`config.mk`:
```
export PLATFORM = sky130hd
export DESIGN_NAME = wb_dma_copy
export DESIGN_NICKNAME = d
export VERILOG_FILES = /design/src/rtl/wb_dma_copy.sv
export SDC_FILE = /design/constraint.sdc
export NUM_CORES = 1
export LEC_CHECK = 0
export CAP_MARGIN = 10
export CORE_MARGIN = 4
export CORE_UTILIZATION = 50
export CTS_CLUSTER_SIZE = 25
export DETAILED_ROUTE_END_ITERATION = 7
export MAX_ROUTING_LAYER = met4
export PLACE_DENSITY = 0.83
export SLEW_MARGIN = 40
export SYNTH_ARGS = -nofsm -noshare
export SYNTH_HDL_FRONTEND = slang
export SYNTH_SLANG_ARGS = --single-unit
```
`constraint.sdc`:
```
create_clock -name sys_clk -period 2.8 [get_ports sys_clk]
set_input_delay 0.56 -clock sys_clk [delete_from_list [all_inputs] [get_ports sys_clk]]
set_output_delay 0.56 -clock sys_clk [all_outputs]
set_load 0.01 [all_outputs]
```
`src/rtl/wb_dma_copy.sv`:
```
// rtl/wb_dma_copy.sv - Wishbone block-copy initiator: burst read into a buffer, burst write back out.
module wb_dma_copy #(
    parameter int BURST_LEN = 4,
    parameter int LEN_W     = 16
) (
    input  logic             sys_clk,
    input  logic             sys_rst_n,
    input  logic             start,
    input  logic [31:0]      src_adr,
    input  logic [31:0]      dst_adr,
    input  logic [LEN_W-1:0] len,
    output logic             busy,
    output logic             done,
    output logic [31:0]      wbm_adr_o,
    output logic [31:0]      wbm_dat_o,
    input  logic [31:0]      wbm_dat_i,
    output logic [2:0]       wbm_cti_o,
    output logic [3:0]       wbm_sel_o,
    output logic             wbm_we_o,
    output logic             wbm_cyc_o,
    output logic             wbm_stb_o,
    input  logic             wbm_ack_i
);

    localparam int BEAT_W = $clog2(BURST_LEN + 1);
    localparam int IDX_W  = (BURST_LEN > 1) ? $clog2(BURST_LEN) : 1;

    typedef enum logic [2:0] {
        S_IDLE,
        S_RD,
        S_RGAP,
        S_WR,
        S_WGAP,
        S_DONE
    } state_t;

    state_t              state, state_n;
    logic [BEAT_W-1:0]   beat, beat_n;
    logic [BEAT_W-1:0]   chunk, chunk_n;
    logic [LEN_W-1:0]    remain, remain_n;
    logic [31:0]         src_ptr, src_n;
    logic [31:0]         dst_ptr, dst_n;

    logic [31:0]         data_buf [BURST_LEN];

    logic                rd_n, wr_n;
    logic                cyc_n, we_n, busy_n, done_n;
    logic [31:0]         adr_n, dat_n;
    logic [2:0]          cti_n;

    logic                ack_ok;
    logic                last_beat;

    // A stray ack outside an active cycle must never advance the engine.
    assign ack_ok    = wbm_ack_i && wbm_cyc_o;
    assign last_beat = (beat == chunk - 1'b1);
    assign wbm_sel_o = 4'hF;

    function automatic logic [BEAT_W-1:0] chunk_of(input logic [LEN_W-1:0] r);
        if (r >= LEN_W'(BURST_LEN)) begin
            return BEAT_W'(BURST_LEN);
        end
        return r[BEAT_W-1:0];
    endfunction

    always_comb begin
        state_n  = state;
        beat_n   = beat;
        chunk_n  = chunk;
        remain_n = remain;
        src_n    = src_ptr;
        dst_n    = dst_ptr;
        case (state)
            S_IDLE: begin
                if (start) begin
                    src_n    = {src_adr[31:2], 2'b00};
                    dst_n    = {dst_adr[31:2], 2'b00};
                    remain_n = len;
                    beat_n   = '0;
                    if (len == '0) begin
                        state_n = S_DONE;
                    end else begin
                        chunk_n = chunk_of(len);
                        state_n = S_RD;
                    end
                end
            end
            S_RD: begin
                if (ack_ok) begin
                    src_n = src_ptr + 32'd4;
                    if (last_beat) begin
                        beat_n  = '0;
                        state_n = S_RGAP;
                    end else begin
                        beat_n = beat + 1'b1;
                    end
                end
            end
            S_RGAP: begin
                beat_n  = '0;
                state_n = S_WR;
            end
            S_WR: begin
                if (ack_ok) begin
                    dst_n = dst_ptr + 32'd4;
                    if (last_beat) begin
                        beat_n   = '0;
                        remain_n = remain - LEN_W'(chunk);
                        state_n  = (remain_n == '0) ? S_DONE : S_WGAP;
                    end else begin
                        beat_n = beat + 1'b1;
                    end
                end
            end
            S_WGAP: begin
                chunk_n = chunk_of(remain);
                state_n = S_RD;
            end
            S_DONE: begin
                state_n = S_IDLE;
            end
            default: begin
                state_n = S_IDLE;
            end
        endcase
    end

    // Bus outputs are decoded from next-state values so they register in step with the FSM.
    always_comb begin
        rd_n   = (state_n == S_RD);
        wr_n   = (state_n == S_WR);
        cyc_n  = rd_n || wr_n;
        we_n   = wr_n;
        busy_n = (state_n != S_IDLE);
        done_n = (state_n == S_DONE);
        adr_n  = 32'd0;
        dat_n  = 32'd0;
        cti_n  = 3'b000;
        if (rd_n) begin
            adr_n = src_n;
        end else if (wr_n) begin
            adr_n = dst_n;
            dat_n = data_buf[beat_n[IDX_W-1:0]];
        end
        if (cyc_n) begin
            cti_n = (beat_n == chunk_n - 1'b1) ? 3'b111 : 3'b010;
        end
    end

    always_ff @(posedge sys_clk or negedge sys_rst_n) begin
        if (!sys_rst_n) begin
            state   <= S_IDLE;
            beat    <= '0;
            chunk   <= '0;
            remain  <= '0;
            src_ptr <= 32'd0;
            dst_ptr <= 32'd0;
        end else begin
            state   <= state_n;
            beat    <= beat_n;
            chunk   <= chunk_n;
            remain  <= remain_n;
            src_ptr <= src_n;
            dst_ptr <= dst_n;
        end
    end

    always_ff @(posedge sys_clk or negedge sys_rst_n) begin
        if (!sys_rst_n) begin
            wbm_cyc_o <= 1'b0;
            wbm_stb_o <= 1'b0;
            wbm_we_o  <= 1'b0;
            wbm_adr_o <= 32'd0;
            wbm_dat_o <= 32'd0;
            wbm_cti_o <= 3'b000;
            busy      <= 1'b0;
            done      <= 1'b0;
        end else begin
            wbm_cyc_o <= cyc_n;
            wbm_stb_o <= cyc_n;
            wbm_we_o  <= we_n;
            wbm_adr_o <= adr_n;
            wbm_dat_o <= dat_n;
            wbm_cti_o <= cti_n;
            busy      <= busy_n;
            done      <= done_n;
        end
    end

    always_ff @(posedge sys_clk) begin
        if (state == S_RD && ack_ok) begin
            data_buf[beat[IDX_W-1:0]] <= wbm_dat_i;
        end
    end

endmodule

```
==> impl_metrics.ini <==
[yosys]
synth_top_area_cell = dfrtp_1
synth_common_cells = dfrtp_1 (158), edfxtp_1 (128), nand2_1 (88)
yosysMostFrequentCell = dfrtp_1
syn_area_um2 = 13660
synthArstFlopShare = 0.5524
synth.area.top_cells = dfrtp_1 (29%), edfxtp_1 (28%), mux2i_1 (3.3%)
ys_ff_latch = 286
yosys.area.top_type_share = 0.2895
syn_area_per_cell_um2 = 11.58
synthesis.instances = 1179
yosysSeqAreaShare = 0.5710
synth-main-ff-cell = dfrtp_1
ys_warn_count = 0
yosys.cell_types.count = 88
synth_edf_count = 128

[clocking]
cts_tree = done
clockRootBuffer = clkbuf_16
clk_pin_slew_ns = 0.06
numCtsBuffers = 30
clk_path_buf_depth = 3
htreeDepth = 1
clk_latency_ns = 0.57
clock_sink_count = 286

[status]
status = finished with violations
violations = setup timing

[finish]
design_area_um2 = 18640
multiInputGateArea_um2 = 5553
fillers = 1853
drive_above_1_share = 0.2362
antenna_cells = 0
seqCellArea_um2 = 7797
area_growth_pct = 36.45
fin_nets = 1629
post-route-util = 0.6934

[route]
wl_um = 41050
drt-initial-drc-count = 1379
vias = 11384
via_per_inst = 6.104
drc = 0
drt-pass1-iter-count = 5
wl_per_cell_um = 22.01
ant_nets = 0

[worst_hold_path]
hp-start = len[3]
hold_path.class = in2reg
whs_path_depth = 3
min_to = remain[3]

[die]
ios = 192
num_rows = 60
core_um2 = 26880
die_area_um2 = 30020
start_util = 0.5081
dieHeight_um = 173.3
die_x_um = 173.3

[critical_path]
critPathKind = in2reg
r2r_end = wbm_adr_o[28]
rr_worst_depth = 10
worstPathArrival_ns = 3.31
required_ns = 3.27
r2r_slack_ns = -0.04
worstReg2RegStart = chunk[2]
crit_fanout = 2
end_kind = flop
critPathLaunchType = input pin

[placed_design]
gp_congestion = 0.9563
place_area_um2 = 17040
io_buffers = 183
hpwlAfterDp_um = 27560

[run]
cap_violations = 0

[timing]
fmaxAchievable_mhz = 351.5
setup_viol = 3
worst_slew_pin_slew_ns = 0.8246
drv_slew = 0
setup_slack_ns = -0.04519
hold_viol_final = 0
grt_setup_unrepaired = true
skew_ns = 0.01687
final.period_utilization = 1.016
tns_ns = -0.1076
relSlewSlack = 0.4433
period_minus_slack_ns = 2.845

[global_routing]
grt_max_degree = 57
grt_pass1_vias = 11266
grt_overflow = 0
grt_pass1_wl_um = 62460
antenna_found_initial = 0
grt.total_usage = 0.2665

[power]
p_per_area_nw_per_um2 = 1071
vdd_drop_max_v = 0.0006883
p_leak_nw = 7.711
==> metrics by stage <==
stage	setup slack, ns	cells	hold WS, ns	power, mW
after global routing	-0.1891	1865	0.4398	20.93
after floorplan	0.004027	1182	0.2644	10.88
final	-0.04519	1865	0.4024	19.96
after global placement	-0.5276	1784	0.4437	14.34
after CTS	0.0001166	1845	0.4697	19.06
after detailed placement	-0.6495	1784	0.4564	14.63
==> cell families after synthesis <==
| logic type | Yosys count | synth area share |
|---|---|---|
| flip-flops | 286 | 0.5710 |
| multiplexers | 80 | 0.06184 |
| XOR/XNOR | 19 | 0.01328 |
| AO/OA/AOI/OAI | 274 | 0.1547 |
| adder cells (fa/ha/maj) | 12 | 0.01154 |
| other | 1 | 0.0002746 |
| AND/OR/NAND/NOR | 363 | 0.1428 |
| buffers and inverters | 144 | 0.04453 |
==> what timing repair did <==
action	in CTS	in global routing
hold buffers	1	0
setup endpoints to repair	26	42
gates resized for setup	8	50
gates cloned	0	5
pin swaps	8	16
endpoints found under the hold margin	52	0
buffers inserted	5	15
==> placed cells by master (no fill, tap or decap), types with 34 or more instances in the layout <==
cell type and count:
buf_4 162, clkbuf_16 34, clkdlybuf4s50_1 173, dfrtp_1 158, edfxtp_1 128, inv_1 59
mux2i_1 45, nand2_1 88, nand3_1 42, nor2_1 75, o21ai_0 46
==> worst max-delay path, stage by stage <==
cell and delay, ns:
clkdlybuf4s50_1 0.43, or4_4 0.43, or4_4 0.53, o21ai_2 0.18, a32oi_1 0.08, o21ai_1 0.22
mux2i_1 0.12, ha_2 0.20, xnor2_2 0.15, xnor2_2 0.18, nor4_4 0.23
==> worst max path at each step <==
stage | from | slack [ns] | end | depth (start not counted)
5_1_grt | chunk[1] | -0.19 | wbm_adr_o[28] | 10
3_5_place_dp | len[10] | -0.65 | wbm_cti_o[0] | 11
4_1_cts | chunk[0] | 0.0001 | wbm_adr_o[17] | 9
3_3_place_gp | len[10] | -0.53 | wbm_cti_o[0] | 11
2_1_floorplan | len[10] | 0.004 | wbm_cti_o[0] | 10
6_report | len[14] | -0.05 | wbm_cti_o[0] | 11
==> sequential cells by signal, indices dropped and copies added, names as in the netlist, 3 cells and up <==
| register | flops |
|---|---|
| wbm_adr_o | 32 |
| state | 3 |
| remain | 16 |
| wbm_dat_o | 32 |
| chunk | 3 |
| dst_ptr | 32 |
| beat | 3 |
| src_ptr | 32 |
| data_buf | 128 |
==> layout make-up <==
class	instances	area share
well taps	341	0.02290
multi-input cells	752	0.2980
flip-flops and latches	286	0.4184
clock buffers	36	0.04425
repair buffers	371	0.1916
inverters	60	0.01209
clock inverters	19	0.01276
==> layer usage <==
metal,up-vias,track usage,wire (µm)
met1,5615,0.3411,16090
met5,-,-,0
li1,5075,-,-
met4,0,0.1014,1517
met3,103,0.04646,3277
met2,591,0.4290,20170
==> report_power, final <==
group / switching [mW] / internal [mW]
clock: 1.73 / 2.48
combinational: 4.88 / 4.51
sequential: 0.874 / 5.49
total: 7.48 / 12.5
No activity file was read; power rests on OpenSTA's default activity.
